$ cat config.mk
export PLATFORM = sky130hd
export DESIGN_NAME = nqueens_search_engine
export DESIGN_NICKNAME = d
export VERILOG_FILES = /design/src/rtl/nqueens_search_engine.sv
export SDC_FILE = /design/constraint.sdc
export NUM_CORES = 1
export LEC_CHECK = 0
export ABC_AREA = 1
export CORE_UTILIZATION = 40
export CTS_CLUSTER_SIZE = 24
export DETAILED_ROUTE_END_ITERATION = 8
export DONT_BUFFER_PORTS = 1
export PLACE_DENSITY = 0.52
export SLEW_MARGIN = 25
export SYNTH_ARGS = -nofsm -noshare
export SYNTH_HDL_FRONTEND = slang
export SYNTH_SLANG_ARGS = --single-unit
$ cat constraint.sdc
create_clock -name clk -period 15.9 [get_ports clk]
set_clock_uncertainty 0.2 [all_clocks]
set_input_delay 3.18 -clock clk [delete_from_list [all_inputs] [get_ports clk]]
set_output_delay 3.18 -clock clk [all_outputs]
set_load 0.01 [all_outputs]
$ cat src/rtl/nqueens_search_engine.sv
`timescale 1ns/1ps
// Backtracking N-queens solver: one placement decision per clock, with a parallel
// safety check of the candidate square against every row already placed.
module nqueens_search_engine #(
    parameter int N    = 8,
    parameter int CW   = (N > 1) ? $clog2(N) : 1,
    parameter int CNTW = 16
) (
    input  logic                clk,
    input  logic                rst,
    input  logic                start,
    input  logic                mode,
    input  logic                abort,
    output logic                busy,
    output logic                done,
    output logic                found,
    output logic [N*CW-1:0]     positions,
    output logic [N*N-1:0]      board,
    output logic [CNTW-1:0]     solution_count,
    output logic [CNTW-1:0]     cycle_count
);

    typedef enum logic [1:0] {
        S_IDLE      = 2'd0,
        S_SEARCH    = 2'd1,
        S_BACKTRACK = 2'd2,
        S_DONE      = 2'd3
    } state_t;

    localparam logic [CW-1:0] LAST = CW'(N - 1);

    state_t            state_q, state_d;
    logic              mode_q, mode_d;
    logic [CW-1:0]     r_q, r_d;
    logic [CW-1:0]     col_q [N];
    logic [CW-1:0]     col_d [N];
    logic [N*CW-1:0]   positions_q, positions_d;
    logic              found_q, found_d;
    logic [CNTW-1:0]   sol_cnt_q, sol_cnt_d;
    logic [CNTW-1:0]   cyc_cnt_q, cyc_cnt_d;

    logic [CW-1:0]     cur_col;
    logic [CW-1:0]     r_inc;
    logic [CW-1:0]     r_dec;
    logic              safe;
    logic              in_search;

    assign cur_col   = col_q[r_q];
    assign r_inc     = r_q + 1'b1;
    assign r_dec     = r_q - 1'b1;
    assign in_search = (state_q == S_SEARCH) || (state_q == S_BACKTRACK);

    // Rows at or above r hold stale columns from earlier branches and are masked out.
    always_comb begin
        safe = 1'b1;
        for (int k = 0; k < N; k++) begin
            if (CW'(k) < r_q) begin
                if (col_q[k] == cur_col) begin
                    safe = 1'b0;
                end
                if (((col_q[k] > cur_col) ? (col_q[k] - cur_col) : (cur_col - col_q[k]))
                    == (r_q - CW'(k))) begin
                    safe = 1'b0;
                end
            end
        end
    end

    always_ff @(posedge clk or posedge rst) begin
        if (rst) begin
            state_q     <= S_IDLE;
            mode_q      <= 1'b0;
            r_q         <= '0;
            col_q       <= '{default: '0};
            positions_q <= '0;
            found_q     <= 1'b0;
            sol_cnt_q   <= '0;
            cyc_cnt_q   <= '0;
        end else begin
            state_q     <= state_d;
            mode_q      <= mode_d;
            r_q         <= r_d;
            col_q       <= col_d;
            positions_q <= positions_d;
            found_q     <= found_d;
            sol_cnt_q   <= sol_cnt_d;
            cyc_cnt_q   <= cyc_cnt_d;
        end
    end

    always_comb begin
        state_d     = state_q;
        mode_d      = mode_q;
        r_d         = r_q;
        col_d       = col_q;
        positions_d = positions_q;
        found_d     = found_q;
        sol_cnt_d   = sol_cnt_q;
        cyc_cnt_d   = cyc_cnt_q;

        // The abort edge itself still counts as a busy clock.
        if (in_search && (cyc_cnt_q != {CNTW{1'b1}})) begin
            cyc_cnt_d = cyc_cnt_q + 1'b1;
        end

        if (abort) begin
            state_d = S_IDLE;
        end else begin
            case (state_q)
                S_IDLE, S_DONE: begin
                    if (start) begin
                        mode_d      = mode;
                        r_d         = '0;
                        col_d[0]    = '0;
                        positions_d = '0;
                        found_d     = 1'b0;
                        sol_cnt_d   = '0;
                        cyc_cnt_d   = '0;
                        state_d     = S_SEARCH;
                    end
                end
                S_SEARCH: begin
                    if (safe && (r_q != LAST)) begin
                        r_d        = r_inc;
                        col_d[r_inc] = '0;
                    end else begin
                        if (safe) begin
                            for (int k = 0; k < N; k++) begin
                                positions_d[k*CW +: CW] = col_q[k];
                            end
                            found_d = 1'b1;
                            if (sol_cnt_q != {CNTW{1'b1}}) begin
                                sol_cnt_d = sol_cnt_q + 1'b1;
                            end
                            if (!mode_q) begin
                                state_d = S_DONE;
                            end
                        end
                        // In COUNT_ALL a completed board is treated as a rejected candidate.
                        if (!safe || mode_q) begin
                            if (cur_col != LAST) begin
                                col_d[r_q] = cur_col + 1'b1;
                            end else if (r_q == '0) begin
                                state_d = S_DONE;
                            end else begin
                                state_d = S_BACKTRACK;
                            end
                        end
                    end
                end
                S_BACKTRACK: begin
                    r_d = r_dec;
                    if (col_q[r_dec] != LAST) begin
                        col_d[r_dec] = col_q[r_dec] + 1'b1;
                        state_d      = S_SEARCH;
                    end else if (r_dec == '0) begin
                        state_d = S_DONE;
                    end
                end
                default: begin
                    state_d = S_IDLE;
                end
            endcase
        end
    end

    always_comb begin
        busy           = in_search;
        done           = (state_q == S_DONE);
        found          = found_q;
        positions      = positions_q;
        solution_count = sol_cnt_q;
        cycle_count    = cyc_cnt_q;
        board          = '0;
        for (int r = 0; r < N; r++) begin
            for (int c = 0; c < N; c++) begin
                board[r*N + c] = found_q && (positions_q[r*CW +: CW] == CW'(c));
            end
        end
    end

endmodule
==> results.md <==
Run status:
- The run finished with clean final reports.

STA:
- Setup repair after global routing left no endpoint under its margin.
- Summed over all failing endpoints, the final setup total negative slack is 0 ns.
- The final cycle utilization of the critical path is 0.405.
- The max-slew violation count is 0.
- The final-report setup violation count is 0.
- The hold violation count in the final report is 0.
- For the finished layout, the period the worst path requires is 6.44 ns.
- The worst path meets setup with 9.46 ns of slack.
- At the pin with the least slew margin, the transition time is 1.03 ns.
- Static timing analysis puts the maximum clock frequency at 155 MHz.
- Headroom to the max-slew limit came out at 0.312.

Clocking:
- In this run the number of H-tree levels came out at 3.
- In this run, CTS created clock tree buffers numbering 9.
- The CTS tree is built.
- Clock-pin slew was measured on the worst setup and hold paths at 0.08 ns.
- In this run, post-CTS repair resized a total of 0 instances.
- CTS placed an instance of sky130_fd_sc_hd__clkbuf_16 at the clock tree root.
- Counting along the longest clock path gives a buffer depth of 2.
- Buffers inserted to repair hold after CTS numbered 0.
- In this run the post-CTS setup repair buffer count came out at 0.
- The tree built by TritonCTS fans out to 87 sinks.
- The clock insertion delay at the later pin of the skew report is 0.38 ns.

Detailed routing:
- The mean number of vias per cell is 5.44.
- The number of iterations in the first detailed-routing pass is 6.
- The count of routing violations after the opening detailed-route iteration is 735.
- The via count of the routed design is 7844.
- Once detail routing completed, the nets flagged for antenna violations numbered 0.
- Wires add up to 24900 um.
- The residual DRC count is 0.
- After detailed routing, the average wire length per cell comes to 17.3 um.

Floorplan:
- The total die area is 21000 um^2.
- For this configuration, the core starts out at a cell density of 0.414.
- The core region area is 19700 um^2.
- In this run the vertical extent of the chip is 145 um.
- The die is 145 um wide.
- The floorplan has 51 rows.
- The top-level I/O count is 128.

Placement:
- In this run the tool buffered the top-level ports with 0 buffer cells.
- The cell area after placement is 8340 um^2.
- The placed wire-length estimate is 18200 um.
- The congestion estimate from routability-driven global placement came to 0.901.
- The pre-CTS setup slack is 9.57 ns.

Layout:
- The number of filler cells placed in the layout is 2084.
- The final antenna diode count is 0.
- The share of layout cells above drive strength 1 is 0.0611.
- After the last flow step, the layout net total stands at 1255.
- Compared with the post-synthesis result, the final layout area differs by 5.61%.
- The cell area after layout is 8620 um^2.

Setup path:
- The worst path arrival time is 6.55 ns.
- The register-to-register setup slack is 9.46 ns.
- The classification of the worst setup path is reg -> reg.
- Following the worst setup path forward leads to its endpoint at col_q[6].
- In this run the worst path has a maximum fanout of 31.
- STA puts the critical path data required time at 16.01 ns.
- The depth of the worst register-to-register path is 26.
- STA classifies the critical path endpoint as a register.
- The critical path launch point type is a register.
- The start point of the critical path is r_q[1].
- The end of the worst register-to-register path is col_q[6].
- The startpoint of the worst-slack reg-to-reg timing path is r_q[1].

Synth:
- The number of warnings issued by yosys is 0.
- Yosys attributes the largest share of cell area to sky130_fd_sc_hd__dfrtp_1 27%, sky130_fd_sc_hd__nand2_1 15%, sky130_fd_sc_hd__ha_1 9.3%, sky130_fd_sc_hd__nand3_1 8.8%, sky130_fd_sc_hd__inv_1 6.7%.
- The number of flops mapped to enable cells by yosys is 0.
- The most frequently used flop master after synthesis is sky130_fd_sc_hd__dfrtp_1.
- Each instance of the synthesized netlist takes up on average 6.84 um^2.
- The fraction of post-synthesis cell area in the top cell type by area is 0.267.
- The summed instance area of the synthesized netlist is 8170 um^2.
- The cell type contributing the most total cell area after synthesis is sky130_fd_sc_hd__dfrtp_1.
- For this run, asynchronously set or reset flops after synthesis account for 1.00.
- The post-synthesis cell count is 1194.
- Of the synthesized area, sequential elements account for 0.267.
- Yosys mapped the design onto 46 distinct sky130hd cell types.
- The number of register bits inferred by synthesis is 87.
- The post-synthesis net count is 1276.

Global routing:
- The via count of the first global-routing pass is 7002.
- For this run, the total global-route usage over all layers was measured as 0.244.
- The first-pass GRT wire length is 38500 um.
- The number of antenna violations at the first check in global routing is 0.
- Global routing finished with a remaining overflow of 0.
- Entering global routing, the biggest net connects 47 pins.

Power:
- The maximum resistive drop on vdd is 0.0000963 V.
- For this design the ratio of total power to cell area is 244 nW/um^2.
- The analysis attributes to cell leakage a power of 0.00401 uW.
- Summing internal, switching and leakage power gives 2110 uW.

Hold path:
- The worst hold path belongs to the class reg -> reg.

Job:
- The tool flagged a number of max-cap violations equal to 0.
## cell families after synthesis
logic type,after synthesis,share of synthesized area
and+or+nand+nor,668,0.358
buffers and inverters,190,0.0953
AOI/OAI and AO/OA,140,0.111
DFF,87,0.267
adders and majority gates,77,0.133
xor gates and xnor gates,32,0.0362
## power by group
group	switching, uW	internal (uW)
sequential	79.3	256
clock	110	111
combinational	1060	489
## worst max-delay path, stage by stage, from the launching register on
cell                       delay (ns)
sky130_fd_sc_hd__dfrtp_1         0.73
sky130_fd_sc_hd__clkinv_1        0.59
sky130_fd_sc_hd__a21oi_1         0.27
sky130_fd_sc_hd__o21ai_0         0.13
sky130_fd_sc_hd__nand2_1         0.10
sky130_fd_sc_hd__nand2_1         0.05
sky130_fd_sc_hd__o21ai_0         0.08
sky130_fd_sc_hd__buf_4           0.23
sky130_fd_sc_hd__clkinv_1        0.55
sky130_fd_sc_hd__ha_1            0.44
sky130_fd_sc_hd__inv_1           0.07
sky130_fd_sc_hd__fa_1            0.40
sky130_fd_sc_hd__inv_1           0.06
sky130_fd_sc_hd__nand2_1         0.06
sky130_fd_sc_hd__nand2_1         0.06
sky130_fd_sc_hd__nand2_1         0.05
sky130_fd_sc_hd__nand3_1         0.08
sky130_fd_sc_hd__o21ai_0         0.11
sky130_fd_sc_hd__nand2_1         0.09
sky130_fd_sc_hd__nand2_1         0.08
sky130_fd_sc_hd__nor2_4          0.15
sky130_fd_sc_hd__nand4_2         0.62
sky130_fd_sc_hd__nand2_2         0.33
sky130_fd_sc_hd__nor2_1          0.10
sky130_fd_sc_hd__nor2_4          0.47
sky130_fd_sc_hd__nand3_1         0.15
sky130_fd_sc_hd__nand2_1         0.10
## how the worst min path moves through the flow
stage	start	to	slack, ns	cells past startpoint
global placement	state_q[1]	state_q[1]	0.36	2
CTS	state_q[1]	state_q[1]	0.38	2
finish	state_q[1]	state_q[1]	0.38	2
detailed placement	state_q[1]	state_q[1]	0.36	2
global route	state_q[1]	state_q[1]	0.41	2
floorplan	col_q[6]	col_q[6]	0.29	2
## synth_stat cells, types with 2 or more instances
cell type and count:
sky130_fd_sc_hd__dfrtp_1 87, sky130_fd_sc_hd__fa_1 16, sky130_fd_sc_hd__clkinv_1 5, sky130_fd_sc_hd__nand3_2 2, sky130_fd_sc_hd__xnor2_1 15, sky130_fd_sc_hd__a21oi_1 31
sky130_fd_sc_hd__nand3_1 144, sky130_fd_sc_hd__buf_1 2, sky130_fd_sc_hd__ha_1 61, sky130_fd_sc_hd__inv_2 3, sky130_fd_sc_hd__o22ai_1 7, sky130_fd_sc_hd__a31oi_1 2
sky130_fd_sc_hd__nor2_4 3, sky130_fd_sc_hd__o22ai_2 19, sky130_fd_sc_hd__o21bai_1 2, sky130_fd_sc_hd__or2_2 11, sky130_fd_sc_hd__nor3_1 17, sky130_fd_sc_hd__o21ai_1 15
sky130_fd_sc_hd__o31ai_1 4, sky130_fd_sc_hd__buf_4 5, sky130_fd_sc_hd__nand3b_1 7, sky130_fd_sc_hd__buf_6 5, sky130_fd_sc_hd__inv_1 145, sky130_fd_sc_hd__xor2_1 15
sky130_fd_sc_hd__a221oi_1 2, sky130_fd_sc_hd__nand4_1 32, sky130_fd_sc_hd__xor2_2 2, sky130_fd_sc_hd__o21ai_0 48, sky130_fd_sc_hd__nor4_1 3, sky130_fd_sc_hd__nand2_2 4
sky130_fd_sc_hd__nor2_1 105, sky130_fd_sc_hd__clkbuf_1 18, sky130_fd_sc_hd__nand2_1 334, sky130_fd_sc_hd__buf_2 7, sky130_fd_sc_hd__o211ai_1 5
## stage by stage
stage / hold slack, ns / std cells / utilization
floorplan: 0.292 / 1194 / -
global placement: 0.355 / 1427 / 0.423
detailed placement: 0.363 / 1427 / 0.423
CTS: 0.382 / 1443 / 0.437
global route: 0.405 / 1443 / 0.437
finish: 0.379 / 1443 / 0.437
## final cells by class
class / count / area [um^2] / share of cell area
Inverter: 153 / 577 / 0.0669
Multi-Input combinational cell: 917 / 5220 / 0.605
Tap cell: 265 / 332 / 0.0384
Timing Repair Buffer: 5 / 37.5 / 0.00435
Clock buffer: 10 / 229 / 0.0265
Clock inverter: 6 / 57.6 / 0.00667
Sequential cell: 87 / 2180 / 0.252
## sequential cells by signal, indices dropped and copies added (netlist names)
name and count:
col_q 24, positions 24, cycle_count 16, solution_count 16
r_q 3, state_q 2, found 1, mode_q 1
## metal layers
metal | up-vias | wire, um | track usage
li1 | 3859 | - | -
met1 | 3620 | 11800 | 0.342
met2 | 315 | 10800 | 0.374
met3 | 50 | 1680 | 0.0418
met4 | 0 | 606 | 0.0920
met5 | - | 0 | 0
## layout by cell type (no fill, tap or decap), drive strengths merged, types with 16 or more instances in the layout
cell / count
nand2: 339
fa: 16
a21oi: 31
inv: 154
nand3: 146
dfrtp: 87
nor2: 109
nor3: 18
ha: 61
o21ai: 64
o22ai: 26
xor2: 17
nand4: 33
No activity file was read; power rests on OpenSTA's default activity.
